<file path="src/rtl/instr_fetch_if.sv">
// Instruction-memory fetch bus: request/address out, word/ack back.
// The master side is the fetch unit, the slave side is instruction memory.
interface instr_fetch_if #(
   parameter int PC_W = 64
);
   logic            imem_req;
   logic [PC_W-1:0] imem_addr;
   logic [31:0]     imem_rdata;
   logic            imem_ack;

   modport master (
      output imem_req,
      output imem_addr,
      input  imem_rdata,
      input  imem_ack
   );

   modport slave (
      input  imem_req,
      input  imem_addr,
      output imem_rdata,
      output imem_ack
   );
endinterface

</file>
<file path="src/rtl/instr_fetch.sv">
// LEGv8 instruction fetch: PC, imem req/ack handshake, stall hold,
// branch redirect, and the opcode slice feeding the control decoder.
module instr_fetch #(
   parameter int              PC_W     = 64,
   parameter logic [PC_W-1:0] RESET_PC = '0
) (
   input  logic            clk,
   input  logic            rst,
   instr_fetch_if.master   imem,
   input  logic            stall,
   input  logic            branch_taken,
   input  logic [PC_W-1:0] branch_target,
   output logic [31:0]     instr,
   output logic [10:0]     opcode,
   output logic [PC_W-1:0] pc_out,
   output logic            instr_valid,
   output logic [31:0]     fetch_count
);
   localparam logic [1:0] BOOT = 2'd0;
   localparam logic [1:0] REQ  = 2'd1;
   localparam logic [1:0] HOLD = 2'd2;

   localparam logic [PC_W-1:0] STEP  = PC_W'(4);
   localparam logic [PC_W-1:0] ALIGN = ~PC_W'(3);

   logic [1:0]      state;
   logic [PC_W-1:0] pc;
   logic [PC_W-1:0] next_pc;
   logic            req_q;
   logic            fire;
   logic            retire;

   assign fire   = (state == REQ) && imem.imem_ack;
   assign retire = (state == HOLD) && !stall;

   assign imem.imem_req  = req_q;
   assign imem.imem_addr = pc;
   assign opcode         = instr[31:21];

   // Successor of the retiring instruction: word-aligned target or pc+4
   always_comb begin
      next_pc = pc + STEP;
      if (branch_taken)
         next_pc = branch_target & ALIGN;
   end

   // Fetch sequencer: state, program counter and request strobe
   always_ff @(posedge clk or posedge rst) begin
      if (rst) begin
         state <= BOOT;
         pc    <= RESET_PC;
         req_q <= 1'b0;
      end else begin
         case (state)
            BOOT: begin
               state <= REQ;
               req_q <= 1'b1;
            end
            REQ: begin
               if (imem.imem_ack) begin
                  state <= HOLD;
                  req_q <= 1'b0;
               end
            end
            HOLD: begin
               if (!stall) begin
                  state <= REQ;
                  req_q <= 1'b1;
                  pc    <= next_pc;
               end
            end
            default: begin
               state <= BOOT;
               req_q <= 1'b0;
            end
         endcase
      end
   end

   // Capture the returned word and track whether it is still current
   always_ff @(posedge clk or posedge rst) begin
      if (rst) begin
         instr       <= 32'h0;
         pc_out      <= RESET_PC;
         instr_valid <= 1'b0;
      end else if (fire) begin
         instr       <= imem.imem_rdata;
         pc_out      <= pc;
         instr_valid <= 1'b1;
      end else if (retire) begin
         instr_valid <= 1'b0;
      end
   end

   // Count instructions as they are advanced past
   always_ff @(posedge clk or posedge rst) begin
      if (rst)
         fetch_count <= 32'h0;
      else if (retire)
         fetch_count <= fetch_count + 32'd1;
   end
endmodule

</file>
<file path="src/flat_wrapper.sv">
// flat-port wrapper written by rule: the top's interface ports become plain ports
module instr_fetch_flat 
#(
   parameter int              PC_W     = 64,
   parameter logic [PC_W-1:0] RESET_PC = '0
)
  (clk, rst, stall, branch_taken, branch_target, instr, opcode, pc_out, instr_valid, fetch_count, imem_imem_req, imem_imem_addr, imem_imem_rdata, imem_imem_ack);
  instr_fetch_if #(.PC_W(PC_W)) imem_i ();
  input  logic clk;
  input  logic rst;
  input  logic stall;
  input  logic branch_taken;
  input  logic [PC_W-1:0] branch_target;
  output logic [31:0] instr;
  output logic [10:0] opcode;
  output logic [PC_W-1:0] pc_out;
  output logic instr_valid;
  output logic [31:0] fetch_count;
  output wire logic [$bits(imem_i.imem_req)-1:0] imem_imem_req;
  output wire logic [$bits(imem_i.imem_addr)-1:0] imem_imem_addr;
  input wire logic [$bits(imem_i.imem_rdata)-1:0] imem_imem_rdata;
  input wire logic [$bits(imem_i.imem_ack)-1:0] imem_imem_ack;
  assign imem_imem_req = imem_i.imem_req;
  assign imem_imem_addr = imem_i.imem_addr;
  assign imem_i.imem_rdata = imem_imem_rdata;
  assign imem_i.imem_ack = imem_imem_ack;
  instr_fetch #(.PC_W(PC_W), .RESET_PC(RESET_PC)) u_core (.clk(clk), .rst(rst), .imem(imem_i), .stall(stall), .branch_taken(branch_taken), .branch_target(branch_target), .instr(instr), .opcode(opcode), .pc_out(pc_out), .instr_valid(instr_valid), .fetch_count(fetch_count));
endmodule
</file>
<file path="config.mk">
export PLATFORM = sky130hd
export DESIGN_NAME = instr_fetch_flat
export DESIGN_NICKNAME = d
export VERILOG_FILES = /design/src/rtl/instr_fetch_if.sv /design/src/rtl/instr_fetch.sv /design/src/flat_wrapper.sv
export SDC_FILE = /design/constraint.sdc
export NUM_CORES = 1
export LEC_CHECK = 0
export ABC_AREA = 0
export BUFFER_PORTS_ARGS = -buffer_cell sky130_fd_sc_hd__buf_2
export CAP_MARGIN = 20
export CORE_MARGIN = 4
export CORE_UTILIZATION = 40
export CTS_BUF_LIST = sky130_fd_sc_hd__clkbuf_16
export DETAILED_ROUTE_END_ITERATION = 10
export GPL_ROUTABILITY_DRIVEN = 1
export PLACE_DENSITY_LB_ADDON = 0.15
export SETUP_SLACK_MARGIN = 0.5
export SLEW_MARGIN = 40
export SYNTH_ARGS = -nofsm -noshare
export SYNTH_HDL_FRONTEND = slang
export SYNTH_SLANG_ARGS = --single-unit
export TNS_END_PERCENT = 5
</file>
<file path="constraint.sdc">
create_clock -name clk -period 14 [get_ports clk]
set_input_delay 0 -clock clk [delete_from_list [all_inputs] [get_ports clk]]
set_output_delay 0 -clock clk [all_outputs]
set_load 0.01 [all_outputs]
</file>
==> results of run 1 <==
[synth_stat cells, drive strengths merged (2+ instances only)]
master   number
o211ai        6
a221oi        4
xor2         11
o22ai         5
nand3        52
nand3b        4
nor2         42
a21oi        41
a311oi       10
mux2         90
mux2i         8
o311ai        4
a211oi        8
a32oi         3
a31o          4
and2          6
or4           9
and4         13
nor4         22
a41o          2
and3         26
a2bb2oi       3
nor3b         2
ha            2
dfrtp       191
a22oi         4
o21ai        53
nand4        40
inv          12
buf          21
clkbuf       51
nand2b        3
a31oi         8
o22a          2
nor2b         9
nor3         35
nand2        70
or3          14
xnor2        20
[cell families after synthesis]
group	Yosys count	synth area share
buf+inv	84	0.0391
simple gates	350	0.204
compound gates	164	0.108
mux	98	0.115
other cells	1	0.000394
xor+xnor	31	0.0286
flops	191	0.503
fa+ha+maj	2	0.00263
[metrics by stage]
stage,area (µm²),utilization
floorplan,9520,-
global placement,11200,0.477
detailed placement,11200,0.477
CTS,12700,0.541
global route,12700,0.542
finish,12700,0.542
[state kept, by name (all words and copies together), names as in the netlist]
name / flops
u_core.imem.imem_addr: 62
u_core.fetch_count: 32
u_core.instr: 32
u_core.state: 2
u_core.pc_out: 62
u_core.instr_valid: 1
[routing by layer]
metal	vias to the layer above	global-route usage	wire length (µm)
met5	-	0	0
met4	0	0.0538	421
met3	28	0.0482	1930
met2	284	0.373	14300
met1	4222	0.306	13400
li1	4104	-	-
[worst max path at each step]
stage                                            endpoint  slack, ps  cells after the start
floorplan               u_core.fetch_count[0]$_DFFE_PP0P_       8800                      1
global placement    u_core.imem.imem_addr[59]$_DFFE_PP0P_      11210                      5
detailed placement  u_core.imem.imem_addr[58]$_DFFE_PP0P_      11180                      5
CTS                 u_core.imem.imem_addr[58]$_DFFE_PP0P_      11150                      5
global route        u_core.imem.imem_addr[58]$_DFFE_PP0P_      10830                      5
finish              u_core.imem.imem_addr[58]$_DFFE_PP0P_      11180                      5
[report_power, final]
part	total [W]	internal (W)	switching [W]	leakage, nW
logic	0.000787	0.000373	0.000414	3.16
registers	0.000947	0.000743	0.000204	2.30
clock network	0.000500	0.000245	0.000256	0.296
total	0.00223	0.00136	0.000873	5.76
[tightest hold or removal path, stage by stage]
cell	delay, ps
buf_2	70
or3_1	80
o21ai_0	70
nor3b_1	190
[cell type report]
| type | instances | area, µm² | area share |
|---|---|---|---|
| clock inverter | 15 | 181 | 0.0143 |
| multi-input combinational | 649 | 4390 | 0.346 |
| sequential | 191 | 4780 | 0.377 |
| inverter | 12 | 57.6 | 0.00454 |
| tap | 319 | 399 | 0.0315 |
| clock buffer | 17 | 425 | 0.0335 |
| timing repair buffer | 395 | 2450 | 0.193 |
[repair_timing]
item,4_1_cts,5_1_grt
setup buffers,0,0
endpoints found under the hold margin,216,0
hold buffers,88,0
==> reports/metrics.csv, run 1 <==
stage,metric,value,unit
layout,final_cell_mix,"buf_2, dfrtp_1, mux2_2",
clock_network,clock-sinks,191,
synth,synth_edf_count,0,
synth,synth-async-reset-ratio,1.00,
layout,layout.cells.non_filler,1598,
sta,slew_viol_final,0,
die,die_w,162,µm
setup_path,reg2reg_depth,5,
synth,yosys.area.top_type,dfrtp_1,
sta,hold-worst-slack,32.7,ps
setup_path,r2r_end,u_core.imem.imem_addr[58]$_DFFE_PP0P_,
place,dp_cells,1478,
flow_run,cap_violations,0,
sta,skew,17.6,ps
routing,drtIter0Drc,565,
sta,hold_violations,0,
layout,fillers,2222,
routing,drc,0,
setup_path,critPathRequiredTime,14370,ps
clock_network,cts.htree.levels,4,
setup_path,slowest_stage,nor4_4,
synth,syn_avg_cell_area,10.3,µm²
synth,synth_area,9510,µm²
routing,antenna_left,0,
layout,syn_to_final_growth,33.5,%
clock_network,numCtsBuffers,17,
setup_path,setup.worst_path.start,u_core.imem.imem_addr[4]$_DFFE_PP0P_,
routing,drtPass1Iterations,5,
synth,synth.distinct_cells,58,
power_and_ir_drop,power_density,176,nW/µm²
setup_path,path_cells,nand4_1 -> nor4_4 -> nand3_1 -> o311ai_0 -> and2_1,
clock_network,cts_root_buffer,clkbuf_16,
setup_path,crit_path_end_kind,flip-flop,
synth,synth_area_leaders,"dfrtp_1, mux2_2, o21ai_0",
die,dieArea,26300,µm²
global_routing,grt_usage,0.226,
die,start_util,0.406,
layout,finalNetCount,1369,
clock_network,cts_resized,0,
synth,postSynthCellCount,921,
synth,yosys.area.top_type_share,0.503,
clock_network,cts_tree,built,
sta,fin_setup_tns,0,ps
routing,vias,8638,
layout,antenna_cells,0,
place,dp_hpwl,20.3,mm
sta,rsz0062_at_grt,false,
sta,setup_viol,0,
worst_hold_path,min-delay-start,branch_target[32],
sta,fmax,355,MHz
place,pre_cts_slack,11180,ps
setup_path,start_kind,flip-flop,
die,row_count,56,
global_routing,grt_antenna_before_repair,0,
setup_path,path_buf_inv,0,
setup_path,crit_fanout,13,
die,core-area,23400,µm²
clock_network,clock_latency,440,ps
global_routing,grt_max_degree,131,
setup_path,worst-setup-path-type,flip-flop to flip-flop,
die,io_pins,306,
synth,ys_seq_elements,191,
synth,yosys_warnings,0,
setup_path,critPathTopFamily,simple AND/OR/NAND/NOR gates,
setup_path,r2r_setup_slack,11180,ps
sta,timing.final.crit_period,2820,ps
status,outcome,"complete, no violations",
worst_hold_path,hold_end,u_core.imem.imem_addr[32]$_DFFE_PP0P_,
power_and_ir_drop,total_power,0.00223,W
place,gp_congestion,0.824,
worst_hold_path,hold_class,input pin to flip-flop,
synth,synthFlopType,dfrtp_1,
layout,layout_commonest_cell,buf_2,
synth,seq_area_frac_synth,0.503,
sta,timing.final.ws_setup,11180,ps
setup_path,cpPeakStageDelay,760,ps
place,port_buffers,299,
routing,avgViaCountPerCell,5.41,
routing,route.detailed.wl_per_inst,18.8,µm
sta,slew_headroom,0.424,
power_and_ir_drop,leakage,5.76,nW
sta,worstMarginPinSlew,857,ps
power_and_ir_drop,ir_worst_vdd,0.0000906,V
global_routing,grt_pass1_wl,47.7,mm
routing,drt_wl_total,30.1,mm
global_routing,grt_overflow_total,0,
clock_network,clk_path_buf_depth,2,
setup_path,timing.rr.start,u_core.imem.imem_addr[4]$_DFFE_PP0P_,
global_routing,grt_pass1_vias,8555,
setup_path,cp.arrival,3180,ps
sta,fin_crit_sh,0.201,
layout,drive_above_1_share,0.349,
die,die_h,162,µm
worst_hold_path,min_delay_path_depth,4,
clock_network,clk_pin_slew,80,ps
Note: power is estimated with default switching activity, not from simulation.
==> inputs of run 2 (changes only) <==
==> constraint.sdc (replaced) <==
create_clock -name clk -period 2.67 [get_ports clk]
set_input_delay 0 -clock clk [delete_from_list [all_inputs] [get_ports clk]]
set_output_delay 0 -clock clk [all_outputs]
set_load 0.01 [all_outputs]
==> reports/metrics.csv, run 2 (synthesized netlist as in run 1, its figures left out) <==
stage,metric,value,unit,change
layout,finalNetCount,1402,,+2.4%
sta,fin_setup_tns,0,ps,unchanged
sta,fin_crit_sh,0.794,,+0.592
layout,final_cell_mix,"buf_2, dfrtp_1, mux2_2",,
layout,fillers,2186,,-1.6%
clock_network,cts_root_buffer,clkbuf_16,,
setup_path,timing.rr.start,u_core.imem.imem_addr[11]$_DFFE_PP0P_,,
sta,timing.final.crit_period,2120,ps,-697 ps
routing,avgViaCountPerCell,5.33,,-1.4%
die,row_count,56,,unchanged
global_routing,grt_pass1_wl,48.1,mm,+0.84%
sta,setup_viol,0,,unchanged
die,dieArea,26300,µm²,unchanged
power_and_ir_drop,power_density,911,nW/µm²,+420%
routing,drt_wl_total,30.1,mm,+0.28%
clock_network,clock_latency,440,ps,about the same
clock_network,clk_path_buf_depth,2,,unchanged
global_routing,grt_max_degree,114,,-13%
routing,antenna_left,0,,unchanged
layout,syn_to_final_growth,36.5,%,
layout,drive_above_1_share,0.373,,+0.0248
layout,regArea,4790,µm²,+0.18%
setup_path,cp.arrival,2460,ps,-720 ps
status,outcome,"complete, no violations",,
setup_path,worst-setup-path-type,flip-flop to flip-flop,,
setup_path,crit_path_end_kind,flip-flop,,
routing,drc,0,,unchanged
routing,drtPass1Iterations,7,,+2
routing,route.detailed.wl_per_inst,18.5,µm,-1.7%
sta,hold_violations,0,,unchanged
layout,multi_input_area,4420,µm²,+0.60%
worst_hold_path,min-delay-start,branch_target[54],,
sta,skew,17.3,ps,-0.305 ps
die,core-area,23400,µm²,unchanged
layout,layout.cells.non_filler,1631,,+2.1%
setup_path,start_kind,flip-flop,,
layout,antenna_cells,0,,unchanged
sta,rsz0062_at_grt,true,,
sta,slew_viol_final,0,,unchanged
place,dp_hpwl,21.1,mm,+4.0%
power_and_ir_drop,ir_worst_vdd,0.000458,V,+410%
power_and_ir_drop,leakage,5.91,nW,+2.7%
flow_run,cap_violations,0,,unchanged
sta,worstMarginPinSlew,721,ps,-137 ps
global_routing,grt_pass1_vias,8594,,+0.46%
setup_path,critPathRequiredTime,3010,ps,-11360 ps
global_routing,grt_overflow_total,0,,unchanged
clock_network,cts.htree.levels,4,,unchanged
clock_network,clock-sinks,191,,unchanged
clock_network,numCtsBuffers,17,,unchanged
sta,slew_headroom,0.520,,+0.0956
clock_network,clk_pin_slew,80,ps,about the same
setup_path,setup.worst_path.start,u_core.imem.imem_addr[11]$_DFFE_PP0P_,,
setup_path,crit_fanout,9,,-4
global_routing,grt_antenna_before_repair,0,,unchanged
worst_hold_path,hold_class,input pin to flip-flop,,
die,io_pins,306,,unchanged
global_routing,grt_usage,0.227,,+0.00163
place,gp_congestion,0.825,,about the same
die,die_w,162,µm,unchanged
place,dp_cells,1506,,+1.9%
die,start_util,0.406,,unchanged
die,die_h,162,µm,unchanged
routing,drtIter0Drc,615,,+8.8%
sta,fmax,472,MHz,+33%
routing,vias,8692,,+0.63%
layout,layout_commonest_cell,buf_2,,
clock_network,cts_tree,built,,
place,port_buffers,299,,unchanged
-- run 2: changes by cell type in the layout (fill, tap and decap cells not counted), sizes merged --
cell and delta:
buf +33, clkinvlp +3, inv -4, clkinv +1
-- run 2: timing repair --
item,in CTS,in global routing
gates resized for setup,2,14
hold buffers,88,0
endpoints found under the hold margin,277,0
pin swaps,1,4
setup buffers,1,4
endpoints found under the setup margin,12,29
-- run 2: cell type report --
type / instances / share of cell area
flip-flops and latches: 191 / 0.369
clock buffers: 17 / 0.0328
well taps: 319 / 0.0307
clock inverters: 15 / 0.0142
multi-input cells: 649 / 0.340
inverters: 12 / 0.00376
repair buffers: 428 / 0.209
-- run 2: path summary, 6_finish.rpt --
| check | endpoint | slack (ps) | cells after the start |
|---|---|---|---|
| worst max-delay path | u_core.imem.imem_addr[39]$_DFFE_PP0P_ | 550 | 5 |
| worst min-delay path | u_core.imem.imem_addr[54]$_DFFE_PP0P_ | 30 | 5 |
| worst max register to register | u_core.imem.imem_addr[39]$_DFFE_PP0P_ | 550 | 5 |
| worst min register to register | u_core.fetch_count[31]$_DFFE_PP0P_ | 470 | 1 |
| max in group asynchronous | u_core.imem.imem_addr[21]$_DFFE_PP0P_ | 1750 | 4 |
| min in group asynchronous | u_core.imem.imem_addr[49]$_DFFE_PP0P_ | 310 | 4 |
-- run 2: through the flow --
step	worst slack (ps)	power, W	instance area [µm²]	hold slack [ps]	util
after floorplan	208	0.00732	9520	145	-
after global placement	329	0.00909	11400	231	0.487
after detailed placement	264	0.00918	11400	236	0.487
after CTS	425	0.0119	12900	8.07	0.552
after global routing	369	0.0127	13000	40.9	0.555
final	551	0.0118	13000	32.7	0.555
-- run 2: where the power goes --
part / leakage [nW] / internal [W] / switching, W / total [W]
logic: 3.33 / 0.00206 / 0.00229 / 0.00434
registers: 2.30 / 0.00391 / 0.000972 / 0.00488
clock network: 0.289 / 0.00127 / 0.00133 / 0.00261
total: 5.91 / 0.00724 / 0.00459 / 0.0118
-- run 2: layer usage --
layer / track usage / share of wire / vias to the layer above
li1: - / - / 4152
met1: 0.307 / 0.44 / 4250
met4: 0.0511 / 0.0096 / 0
met3: 0.0500 / 0.068 / 18
met2: 0.377 / 0.49 / 272
met5: 0 / 0 / -
-- run 2: worst max-delay path, stage by stage (launching register included) --
cell and delay (ps):
dfrtp_1 450, nand4_4 210, or4_1 640, nor3_4 330, a311oi_1 140, a311oi_1 260
==> inputs of run 3 (changes only) <==
==> constraint.sdc (replaced) <==
create_clock -name clk -period 1.8 [get_ports clk]
set_input_delay 0 -clock clk [delete_from_list [all_inputs] [get_ports clk]]
set_output_delay 0 -clock clk [all_outputs]
set_load 0.01 [all_outputs]
==> reports/metrics.csv, run 3 (synthesized netlist as in run 1, its figures left out) <==
stage,metric,value,unit,change
routing,route.detailed.wl_per_inst,18.8,µm,+1.6%
clock_network,cts.htree.levels,4,,unchanged
sta,timing.final.crit_period,2020,ps,-95.6 ps
setup_path,worst-setup-path-type,flip-flop to flip-flop,,
routing,vias,9388,,+8.0%
sta,fin_crit_sh,1.12,,+0.330
global_routing,grt_antenna_before_repair,1,,+1
status,violations,setup timing,,
routing,drt_wl_total,33.0,mm,+9.3%
place,dp_hpwl,23.0,mm,+9.0%
routing,avgViaCountPerCell,5.35,,+0.32%
die,row_count,56,,unchanged
die,core-area,23400,µm²,unchanged
die,die_w,162,µm,unchanged
setup_path,cp.arrival,2360,ps,-100 ps
layout,drive_above_1_share,0.461,,+0.0872
global_routing,grt_pass1_wl,52.2,mm,+8.5%
layout,fillers,2037,,-6.8%
sta,setup_viol,27,,+27
layout,finalNetCount,1527,,+8.9%
clock_network,cts_root_buffer,clkbuf_16,,
clock_network,cts_tree,built,,
flow_run,cap_violations,0,,unchanged
clock_network,numCtsBuffers,17,,unchanged
clock_network,clk_path_buf_depth,2,,unchanged
sta,hold_violations,0,,unchanged
sta,skew,13.6,ps,-3.74 ps
die,die_h,162,µm,unchanged
layout,final_cell_mix,"buf_2, dfrtp_1, buf_4",,
routing,met3WireLength,2.12,mm,+2.8%
routing,top_layer,met5,,
routing,drtIter0Drc,671,,+9.1%
global_routing,grt_overflow_total,0,,unchanged
sta,slew_viol_final,0,,unchanged
place,port_buffers,299,,unchanged
place,placed_area,12400,µm²,+9.1%
clock_network,clk_pin_slew,80,ps,about the same
global_routing,grt_pass1_vias,9553,,+11%
layout,design_area,14700,µm²,+13%
sta,slew_headroom,0.618,,+0.0981
worst_hold_path,hold_class,input pin to flip-flop,,
sta,worstMarginPinSlew,573,ps,-147 ps
global_routing,grt_usage,0.247,,+0.0202
power_and_ir_drop,power_density,1350,nW/µm²,+48%
die,start_util,0.406,,unchanged
layout,antenna_cells,0,,unchanged
layout,layout_commonest_cell,buf_2,,
power_and_ir_drop,ir_worst_vdd,0.000875,V,+91%
routing,routed-wl-met2,16.2,mm,+10%
clock_network,clock-sinks,191,,unchanged
setup_path,cpPeakStageDelay,510,ps,-130 ps
setup_path,critPathRequiredTime,2140,ps,-870 ps
routing,drc,0,,unchanged
layout,layout.cells.non_filler,1756,,+7.7%
routing,met1_length,14.3,mm,+8.4%
global_routing,grt_max_degree,92,,-19%
setup_path,critPathTopFamily,simple AND/OR/NAND/NOR gates,,
place,dp_cells,1634,,+8.5%
setup_path,start_kind,flip-flop,,
clock_network,clock_latency,440,ps,about the same
setup_path,crit_fanout,7,,-2
setup_path,path_cells,nand4_1 -> buf_4 -> or4_4 -> nor4_4 -> buf_6 -> a311oi_2 -> a311oi_1,,
setup_path,path_buf_inv,2,,+2
routing,antenna_left,0,,unchanged
sta,rsz0062_at_grt,true,,
setup_path,crit_path_end_kind,flip-flop,,
setup_path,slowest_stage,or4_4,,
die,io_pins,306,,unchanged
sta,timing.final.ws_setup,-223,ps,-774 ps
die,dieArea,26300,µm²,unchanged
power_and_ir_drop,leakage,7.07,nW,+20%
layout,syn_to_final_growth,54.2,%,
routing,drtPass1Iterations,5,,-2
place,gp_congestion,0.824,,-0.13%
status,outcome,"complete, but fails checks",,
setup_path,r2r_setup_slack,-220,ps,-770 ps
sta,hold-worst-slack,14.2,ps,-18.4 ps
sta,fmax,494,MHz,+4.7%
-- run 3: cell count changes in the layout (fill, tap and decap cells not counted), sizes merged --
cell | before | now
clkinv | 7 | 6
clkinvlp | 3 | 2
dlygate4sd3 | 88 | 84
inv | 17 | 19
buf | 340 | 467
clkbuf | 17 | 19
-- run 3: stage by stage --
stage	utilization	worst slack, ps	setup TNS (ps)	total power (W)
floorplan	-	-662	-133980	0.0109
global placement	0.531	-240	-2610	0.0144
detailed placement	0.531	-250	-4660	0.0146
CTS	0.618	-201	-2970	0.0196
global route	0.626	-346	-8220	0.0209
finish	0.626	-223	-2700	0.0198
-- run 3: path summary, 6_finish.rpt --
path                                                       from                                    end  cells after the start
hold reg to reg              u_core.fetch_count[31]$_DFFE_PP0P_     u_core.fetch_count[31]$_DFFE_PP0P_                      1
hold / removal                                branch_target[51]  u_core.imem.imem_addr[51]$_DFFE_PP0P_                      4
setup / recovery           u_core.imem.imem_addr[7]$_DFFE_PP0P_  u_core.imem.imem_addr[48]$_DFFE_PP0P_                      7
max in group asynchronous                                   rst  u_core.imem.imem_addr[53]$_DFFE_PP0P_                      4
setup reg to reg           u_core.imem.imem_addr[7]$_DFFE_PP0P_  u_core.imem.imem_addr[48]$_DFFE_PP0P_                      7
min in group asynchronous                                   rst            u_core.instr[4]$_DFFE_PP0P_                      4
-- run 3: timing repair --
action / in CTS / in global routing
pin swaps: 55 / 27
buffers inserted: 4 / 2
hold buffers: 84 / 0
endpoints found under the setup margin: 189 / 190
gates resized for setup: 158 / 38
endpoints found under the hold margin: 274 / 0
-- run 3: routing by layer --
metal	up-vias	global-route usage
met5	-	0
met4	2	0.0542
met3	30	0.0513
met2	332	0.422
met1	4610	0.327
li1	4414	-
-- run 3: worst min-delay path, cell delays in order --
cell and delay (ps):
buf_2 70, or3_1 90, o21ai_0 80, nor3_1 140
-- run 3: power by group --
group	internal (W)	switching, W
sequential	0.00579	0.00103
combinational	0.00454	0.00449
clock	0.00190	0.00201
-- run 3: final cells by class --
type	count	area [µm²]	area share
Inverter	12	48.8	0.00333
Clock inverter	15	180	0.0123
Timing Repair Buffer	553	3800	0.259
Sequential cell	191	4780	0.326
Clock buffer	17	425	0.0290
Multi-Input combinational cell	649	5020	0.343
Tap cell	319	399	0.0272
